`config.mk`:
```
export PLATFORM = sky130hd
export DESIGN_NAME = dsi_lanes_distributor
export DESIGN_NICKNAME = d
export VERILOG_FILES = /design/src/rtl/dsi_lanes_distributor.sv
export SDC_FILE = /design/constraint.sdc
export NUM_CORES = 1
export LEC_CHECK = 0
export CAP_MARGIN = 40
export CORE_ASPECT_RATIO = 0.5
export CORE_MARGIN = 8
export CORE_UTILIZATION = 23
export DETAILED_ROUTE_END_ITERATION = 16
export HOLD_SLACK_MARGIN = 0.15
export PLACE_DENSITY = 0.49
export SYNTH_ARGS = -nofsm -noshare
export SYNTH_HDL_FRONTEND = slang
export SYNTH_SLANG_ARGS = --single-unit
```
`constraint.sdc`:
```
create_clock -name clk_sys -period 7.2 [get_ports clk_sys]
set_input_delay 1.44 -clock clk_sys [delete_from_list [all_inputs] [get_ports clk_sys]]
set_output_delay 1.44 -clock clk_sys [all_outputs]
set_load 0.02 [all_outputs]
```
`src/rtl/dsi_lanes_distributor.sv`:
```
`default_nettype none
// ============================================================================
//  Module   : dsi_lanes_distributor
//  Purpose  : Splits the 32-bit DSI packet word stream byte-wise over 1-4
//             D-PHY lanes through an 8-byte buffer; drives the HS handshake.
//  Revision : 1.0
// ============================================================================
module dsi_lanes_distributor (
    input  logic        clk_sys,
    input  logic        rst,
    input  logic [31:0] iface_write_data,
    input  logic [4:0]  iface_write_strb,
    input  logic        iface_write_rqst,
    input  logic        iface_last_word,
    output logic        iface_data_rqst,
    input  logic [1:0]  lanes_number,
    input  logic        phy_hs_active,
    output logic        hs_request,
    output logic [31:0] lane_data,
    output logic [3:0]  lane_valid,
    output logic        underflow_err,
    input  logic        err_clear,
    output logic        busy
);

    typedef enum logic [1:0] {
        S_IDLE    = 2'd0,
        S_REQUEST = 2'd1,
        S_STREAM  = 2'd2,
        S_EXIT    = 2'd3
    } state_t;

    state_t      r_state_q,      w_state_d;
    logic [3:0]  r_count_q,      w_count_d;
    logic [63:0] r_buf_q,        w_buf_d;
    logic        r_last_seen_q,  w_last_seen_d;
    logic [1:0]  r_lanes_q,      w_lanes_d;
    logic [31:0] r_lane_data_q,  w_lane_data_d;
    logic [3:0]  r_lane_valid_q, w_lane_valid_d;
    logic        r_err_q,        w_err_d;

    logic        w_hs_phase;
    logic        w_push;
    logic [2:0]  w_push_cnt;
    logic [3:0]  w_n;
    logic [3:0]  w_pop_cnt;
    logic [3:0]  w_remain;
    logic [63:0] w_push_bytes;
    logic        w_unused_sop;

    assign w_unused_sop    = iface_write_strb[4];
    assign w_hs_phase      = (r_state_q == S_REQUEST) || (r_state_q == S_STREAM);
    assign iface_data_rqst = w_hs_phase && !r_last_seen_q && (r_count_q <= 4'd4);
    assign w_push          = iface_write_rqst && iface_data_rqst;
    assign w_push_cnt      = {2'b00, iface_write_strb[0]} + {2'b00, iface_write_strb[1]}
                           + {2'b00, iface_write_strb[2]} + {2'b00, iface_write_strb[3]};
    assign w_n             = {2'b00, r_lanes_q} + 4'd1;

    always_comb begin
        w_state_d      = r_state_q;
        w_count_d      = r_count_q;
        w_last_seen_d  = r_last_seen_q;
        w_lanes_d      = r_lanes_q;
        w_lane_data_d  = '0;
        w_lane_valid_d = '0;
        w_pop_cnt      = '0;
        w_push_bytes   = '0;
        w_err_d        = r_err_q && !err_clear;

        // A short pop is only legal once the burst tail is in the buffer.
        if (r_state_q == S_STREAM && phy_hs_active) begin
            if (r_count_q >= w_n) begin
                w_pop_cnt = w_n;
            end else if (r_last_seen_q) begin
                w_pop_cnt = r_count_q;
            end else begin
                w_err_d = 1'b1;
            end
        end

        for (int k = 0; k < 4; k++) begin
            if (4'(k) < w_pop_cnt) begin
                w_lane_valid_d[k]       = 1'b1;
                w_lane_data_d[8*k +: 8] = r_buf_q[8*k +: 8];
            end
            if (iface_write_strb[k]) begin
                w_push_bytes[8*k +: 8] = iface_write_data[8*k +: 8];
            end
        end

        w_remain = r_count_q - w_pop_cnt;
        w_buf_d  = r_buf_q >> {w_pop_cnt, 3'b000};
        if (w_push) begin
            w_buf_d   = w_buf_d | (w_push_bytes << {w_remain, 3'b000});
            w_count_d = w_remain + {1'b0, w_push_cnt};
            if (iface_last_word) begin
                w_last_seen_d = 1'b1;
            end
        end else begin
            w_count_d = w_remain;
        end

        case (r_state_q)
            S_IDLE: begin
                if (iface_write_rqst) begin
                    w_state_d = S_REQUEST;
                    w_lanes_d = lanes_number;
                end
            end
            S_REQUEST: begin
                if (phy_hs_active) begin
                    w_state_d = S_STREAM;
                end
            end
            S_STREAM: begin
                if (r_last_seen_q && w_count_d == 4'd0) begin
                    w_state_d = S_EXIT;
                end
            end
            S_EXIT: begin
                if (!phy_hs_active) begin
                    w_state_d     = S_IDLE;
                    w_last_seen_d = 1'b0;
                end
            end
            default: w_state_d = S_IDLE;
        endcase
    end

    always_ff @(posedge clk_sys) begin
        if (rst) begin
            r_state_q      <= S_IDLE;
            r_count_q      <= '0;
            r_buf_q        <= '0;
            r_last_seen_q  <= 1'b0;
            r_lanes_q      <= '0;
            r_lane_data_q  <= '0;
            r_lane_valid_q <= '0;
            r_err_q        <= 1'b0;
        end else begin
            r_state_q      <= w_state_d;
            r_count_q      <= w_count_d;
            r_buf_q        <= w_buf_d;
            r_last_seen_q  <= w_last_seen_d;
            r_lanes_q      <= w_lanes_d;
            r_lane_data_q  <= w_lane_data_d;
            r_lane_valid_q <= w_lane_valid_d;
            r_err_q        <= w_err_d;
        end
    end

    assign hs_request    = w_hs_phase;
    assign busy          = (r_state_q != S_IDLE);
    assign lane_data     = r_lane_data_q;
    assign lane_valid    = r_lane_valid_q;
    assign underflow_err = r_err_q;

endmodule
`default_nettype wire

```
After elaboration in Yosys (flattened, before gate mapping)
Index checks and enable logic that the tools add are counted.
- bits in read-only memories: 0
- bits of input ports: 45
- memories: 0
- latch bits: 0
- bits in registers: 110
- word-level logic and storage cells: 80
- bits in writable memories: 0
- muxes and demuxes: 25
- shift operators: 2
- divide/modulo/power cells: 0
- $mul: 0
- equal/unequal tests: 7
- $lt $le $gt $ge: 6
- add/sub/neg operators: 6
- bitwise logic cells: 5
- reductions and logical operators: 18
- operators by type and width (kind ; count):
    2-to-1 mux 64 bit ; 1
    OR 64 bit ; 1
    left shift 32 x 7 -> 64 bit ; 1
    right shift 64 x 7 -> 64 bit ; 1
    2-to-1 mux 8 bit ; 4
    2-to-1 mux 4 bit ; 4
    2-to-1 mux 1 bit ; 11
    < comparator 1 x 4 -> 1 bit, first input constant ; 2
    < comparator 2 x 4 -> 1 bit, first input constant ; 2
    2-to-1 mux 2 bit ; 4
    case mux 2 bit (4 select lines) ; 1
    OR reduction 2 bit ; 4
    logical AND 1 bit ; 6
    inequality test 2 bit, second input constant ; 3
    adder 4 x 3 -> 4 bit ; 1
    == test 2 bit, second input constant ; 2
    greater-or-equal comparator 4 x 3 -> 1 bit ; 1
    less-or-equal comparator 4 x 3 -> 1 bit, second input constant ; 1
    zero test 4 bit ; 1
    inverter 1 bit ; 4
    AND reduction 4 bit ; 1
    subtractor 4 bit ; 1
    adder 2 x 1 -> 3 bit ; 1
    adder 2 x 1 -> 3 bit, second input constant ; 1
    other kinds (9) ; 10

Longest topological paths before layout
- depth after elaboration: 11
- gate-level depth with buffers: 19

Worst setup path after synthesis
Ideal clock, no wire load.
- kind: input to register
- start: input phy_hs_active
- end: register r_state_q[0]
- path buffers: 4
- cell stages on the path: 17
- arrival time: 4.862 ns
- path slack: 2.252 ns
- library setup time: 0.086 ns
- cell sequence: buf_4 and3_1 o2111ai_1 o21a_2 inv_2 clkbuf_1 ha_1 fa_1 clkbuf_1 clkinv_1 clkbuf_1 ha_1 a21oi_1 nor3_1 xnor2_1 a41oi_1 a211oi_1
- word-level cells in the longest chain between the ends: 9
- elaborated cells between the ends (all ways): 11
- those cells by class: add/sub (2); eq/ne (3); mux (2); reduce/logical (4)
- ends and longest elaborated chain (element ; RTL line ; text):
    from (decl) ; 17 ; input logic phy_hs_active,
    logical AND 1 bit ; 71 ; if (r_state_q == S_STREAM && phy_hs_active) begin
    2-to-1 mux 4 bit ; 71 ;
    subtractor 4 bit ; 91 ; w_remain = r_count_q - w_pop_cnt;
    adder 4 x 3 -> 4 bit ; 95 ; w_count_d = w_remain + {1'b0, w_push_cnt};
    2-to-1 mux 4 bit ; 93 ; if (w_push) begin
    zero test 4 bit ; 116 ; if (r_last_seen_q && w_count_d == 4'd0) begin
    logical AND 1 bit ; 116 ;
    inequality test 2 x 1 -> 1 bit (no line) ; -- ;
    AND reduction 4 bit (no line) * ; -- ;
    to (signal assigned) ; 141 ; r_state_q <= w_state_d;
    to (decl) ; 33 ; state_t r_state_q, w_state_d;
Mark *: on every way between the ends. The rest lies on a longest branch, timed or not.
A chain may end at the register's enable or synchronous reset.

Worst setup path after layout
Ends and elaborated chain as after synthesis.

==> flow_summary.toml <==
[cells_and_area]
layout-drive-gt1-share = 0.0804
layout_common_cells = "dfxtp_1, nand2_1, clkdlybuf4s50_1, nor2_1, a21oi_1"
multi_input_area_um2 = 4240
n_antenna_cell = 0
final_common_cell = "dfxtp_1"
regArea_um2 = 2200
fillCellCount = 3138
num-nets-final = 965
final_area_um2 = 8400
postLayoutCoreUtil = 0.287
area_growth_syn_to_layout_pct = 21.9

[global_routing]
grt_use_total = 0.143
grt_pass1_wl_mm = 40.4
overflow = 0
antenna_found_initial = 3
grt_max_degree = 64
grt_pass1_vias = 6359

[yosys]
synth_top_flop_cell = "dfxtp_1"
synth-async-reset-ratio = 0
syn_nets = 919
ys_warn_count = 0
synth_enable_flop_cells = 0
netlist_area_um2 = 6890
seq_area_frac_synth = 0.320
synthCells = 857
avgSynthCellArea_um2 = 8.04
ys_ff_latch = 110
synth.distinct_cells = 64

[clock_tree]
clk_pin_slew_ps = 80
cts_buffers = 9
clockBufferDepth = 2
root_buffer = "clkbuf_16"
tritoncts = "done"
h-tree-depth = 3
clk_latency_ps = 360
clock-sinks = 110
holdBufCountCts = 0
cts_resized = 0
cts_setup_buffers = 0

[sta]
holdWs_ps = 467
period_needed_ps = 5090
min_period_over_period = 0.707
slew_viol_final = 0
fin_ws_ps = 2110
fmax_mhz = 196
tightest_slew_ps = 946
finalSetupViolations = 0
setup-tns-final_ps = 0
relSlewSlack = 0.362
rsz0062_at_grt = "false"
hold_viol = 0
skew_ps = 8.91

[routing]
avgRoutedWirePerCell_um = 20.4
firstDrtPassIters = 5
drt_iter0_drc = 791
vias_per_cell = 5.26
routed_wl_mm = 26.5
num_vias = 6839
drc = 0
ant_nets = 0

[place]
pre_cts_ws_ps = 1780
hpwl_mm = 19.8
place_area_um2 = 8060
portBuffers = 83
gp_congestion = 0.861

[hold_path]
hold_class = "reg -> reg"

[floorplan]
pin_count = 85
dieWidth_um = 261
rows = 44
start_util = 0.236
design.die.area_um2 = 36100
die_y_um = 138
core_um2 = 29200

[flow_run]
cap_violations = 0

[worst_setup_path]
crit_arrival_ps = 5370
cp_max_fo = 19
crit_path_end_kind = "flop"
critical_path_class = "in -> reg"
startpoint_type = "input pin"
crit_required_ps = 7480

[power]
pwr_density_cell_nw_per_um2 = 302
leakage_nw = 3.13
irDropWorstVdd_v = 0.000170

[run_status]
outcome = "finished clean"
## critical path, cell delays in order
cell             delay, ps
clkdlybuf4s50_1        590
and3_1                 320
o2111ai_1              150
o21a_2                 210
inv_2                   40
ha_1                   210
fa_1                   550
clkinv_1               470
ha_1                   500
a21oi_1                 60
nor3_1                 180
xnor2_1                170
a41oi_1                210
a211oi_1               260
## report_power, final
part	switching [W]	total, W	internal, W
sequential	0.0000838	0.000767	0.000683
combinational	0.000796	0.00121	0.000410
clock	0.000254	0.000567	0.000313
## cells in the mapped netlist, types with 5 or more instances
master | count | area (um^2)
a221oi_1 | 8 | 70.1
nor3_1 | 31 | 155
ha_1 | 13 | 163
clkbuf_1 | 35 | 131
inv_1 | 30 | 113
buf_6 | 6 | 67.6
nand2_1 | 105 | 394
a21o_1 | 12 | 90.1
a211oi_1 | 32 | 240
nand2b_1 | 12 | 75.1
dfxtp_1 | 110 | 2200
o2111ai_1 | 10 | 87.6
buf_2 | 13 | 65.1
o21bai_1 | 7 | 52.6
o211a_1 | 7 | 70.1
mux2_2 | 17 | 191
o22ai_1 | 20 | 125
nand3_1 | 35 | 175
a32o_1 | 19 | 190
nor2_1 | 52 | 195
a31oi_1 | 12 | 75.1
a22oi_1 | 35 | 263
buf_1 | 8 | 30.0
o22a_1 | 11 | 96.3
a21oi_1 | 50 | 250
a211o_1 | 8 | 70.1
o21ai_0 | 35 | 175
buf_4 | 5 | 37.5
mux2i_1 | 29 | 290
o21ai_1 | 11 | 55.1
and2_1 | 29 | 181
## area by class of cell
cell class,count,area share
multi-input combinational,646,0.505
sequential,110,0.262
timing repair buffer,102,0.120
tap,391,0.0582
clock buffer,9,0.0268
inverter,34,0.0155
clock inverter,7,0.0132
## state kept, by name (all words and copies together), names as in the netlist
| register | count |
|---|---|
| r_buf_q | 64 |
| lane_valid | 4 |
| r_lanes_q | 2 |
| underflow_err | 1 |
| r_last_seen_q | 1 |
| r_state_q | 2 |
| r_count_q | 4 |
| lane_data | 32 |
## path summary, 6_finish.rpt
check	end	slack, ps	from	cells past startpoint
worst max-delay path	r_state_q[0]	2110	phy_hs_active	14
worst min-delay path	lane_data[3]	470	r_buf_q[3]	1
worst min register to register	lane_data[3]	470	r_buf_q[3]	1
worst max register to register	r_buf_q[37]	2210	r_lanes_q[0]	17
## layer usage
layer / GRT usage / part of all wire / up-vias
li1: - / - / 3247
met1: 0.209 / 0.49 / 3245
met2: 0.193 / 0.39 / 318
met3: 0.0585 / 0.11 / 23
met4: 0.0227 / 0.0077 / 6
met5: 0 / 0.0013 / -
## stage by stage
stage / cells / power [W]
finish: 1299 / 0.00254
global route: 1299 / 0.00269
global placement: 1278 / 0.00194
floorplan: 857 / 0.00160
detailed placement: 1282 / 0.00195
CTS: 1298 / 0.00253
## logic make-up (layout without fill, tap and decap cells)
group           count (synthesis)  in the layout  share of synthesized area
mux                            48             48                     0.0739
flops                         110            110                      0.320
compound gates                297            297                      0.308
xor+xnor                        4              4                    0.00617
buf+inv                       101            152                     0.0670
simple gates                  280            280                      0.190
fa+ha+maj                      17             17                     0.0352
No activity file was read; power rests on OpenSTA's default activity.
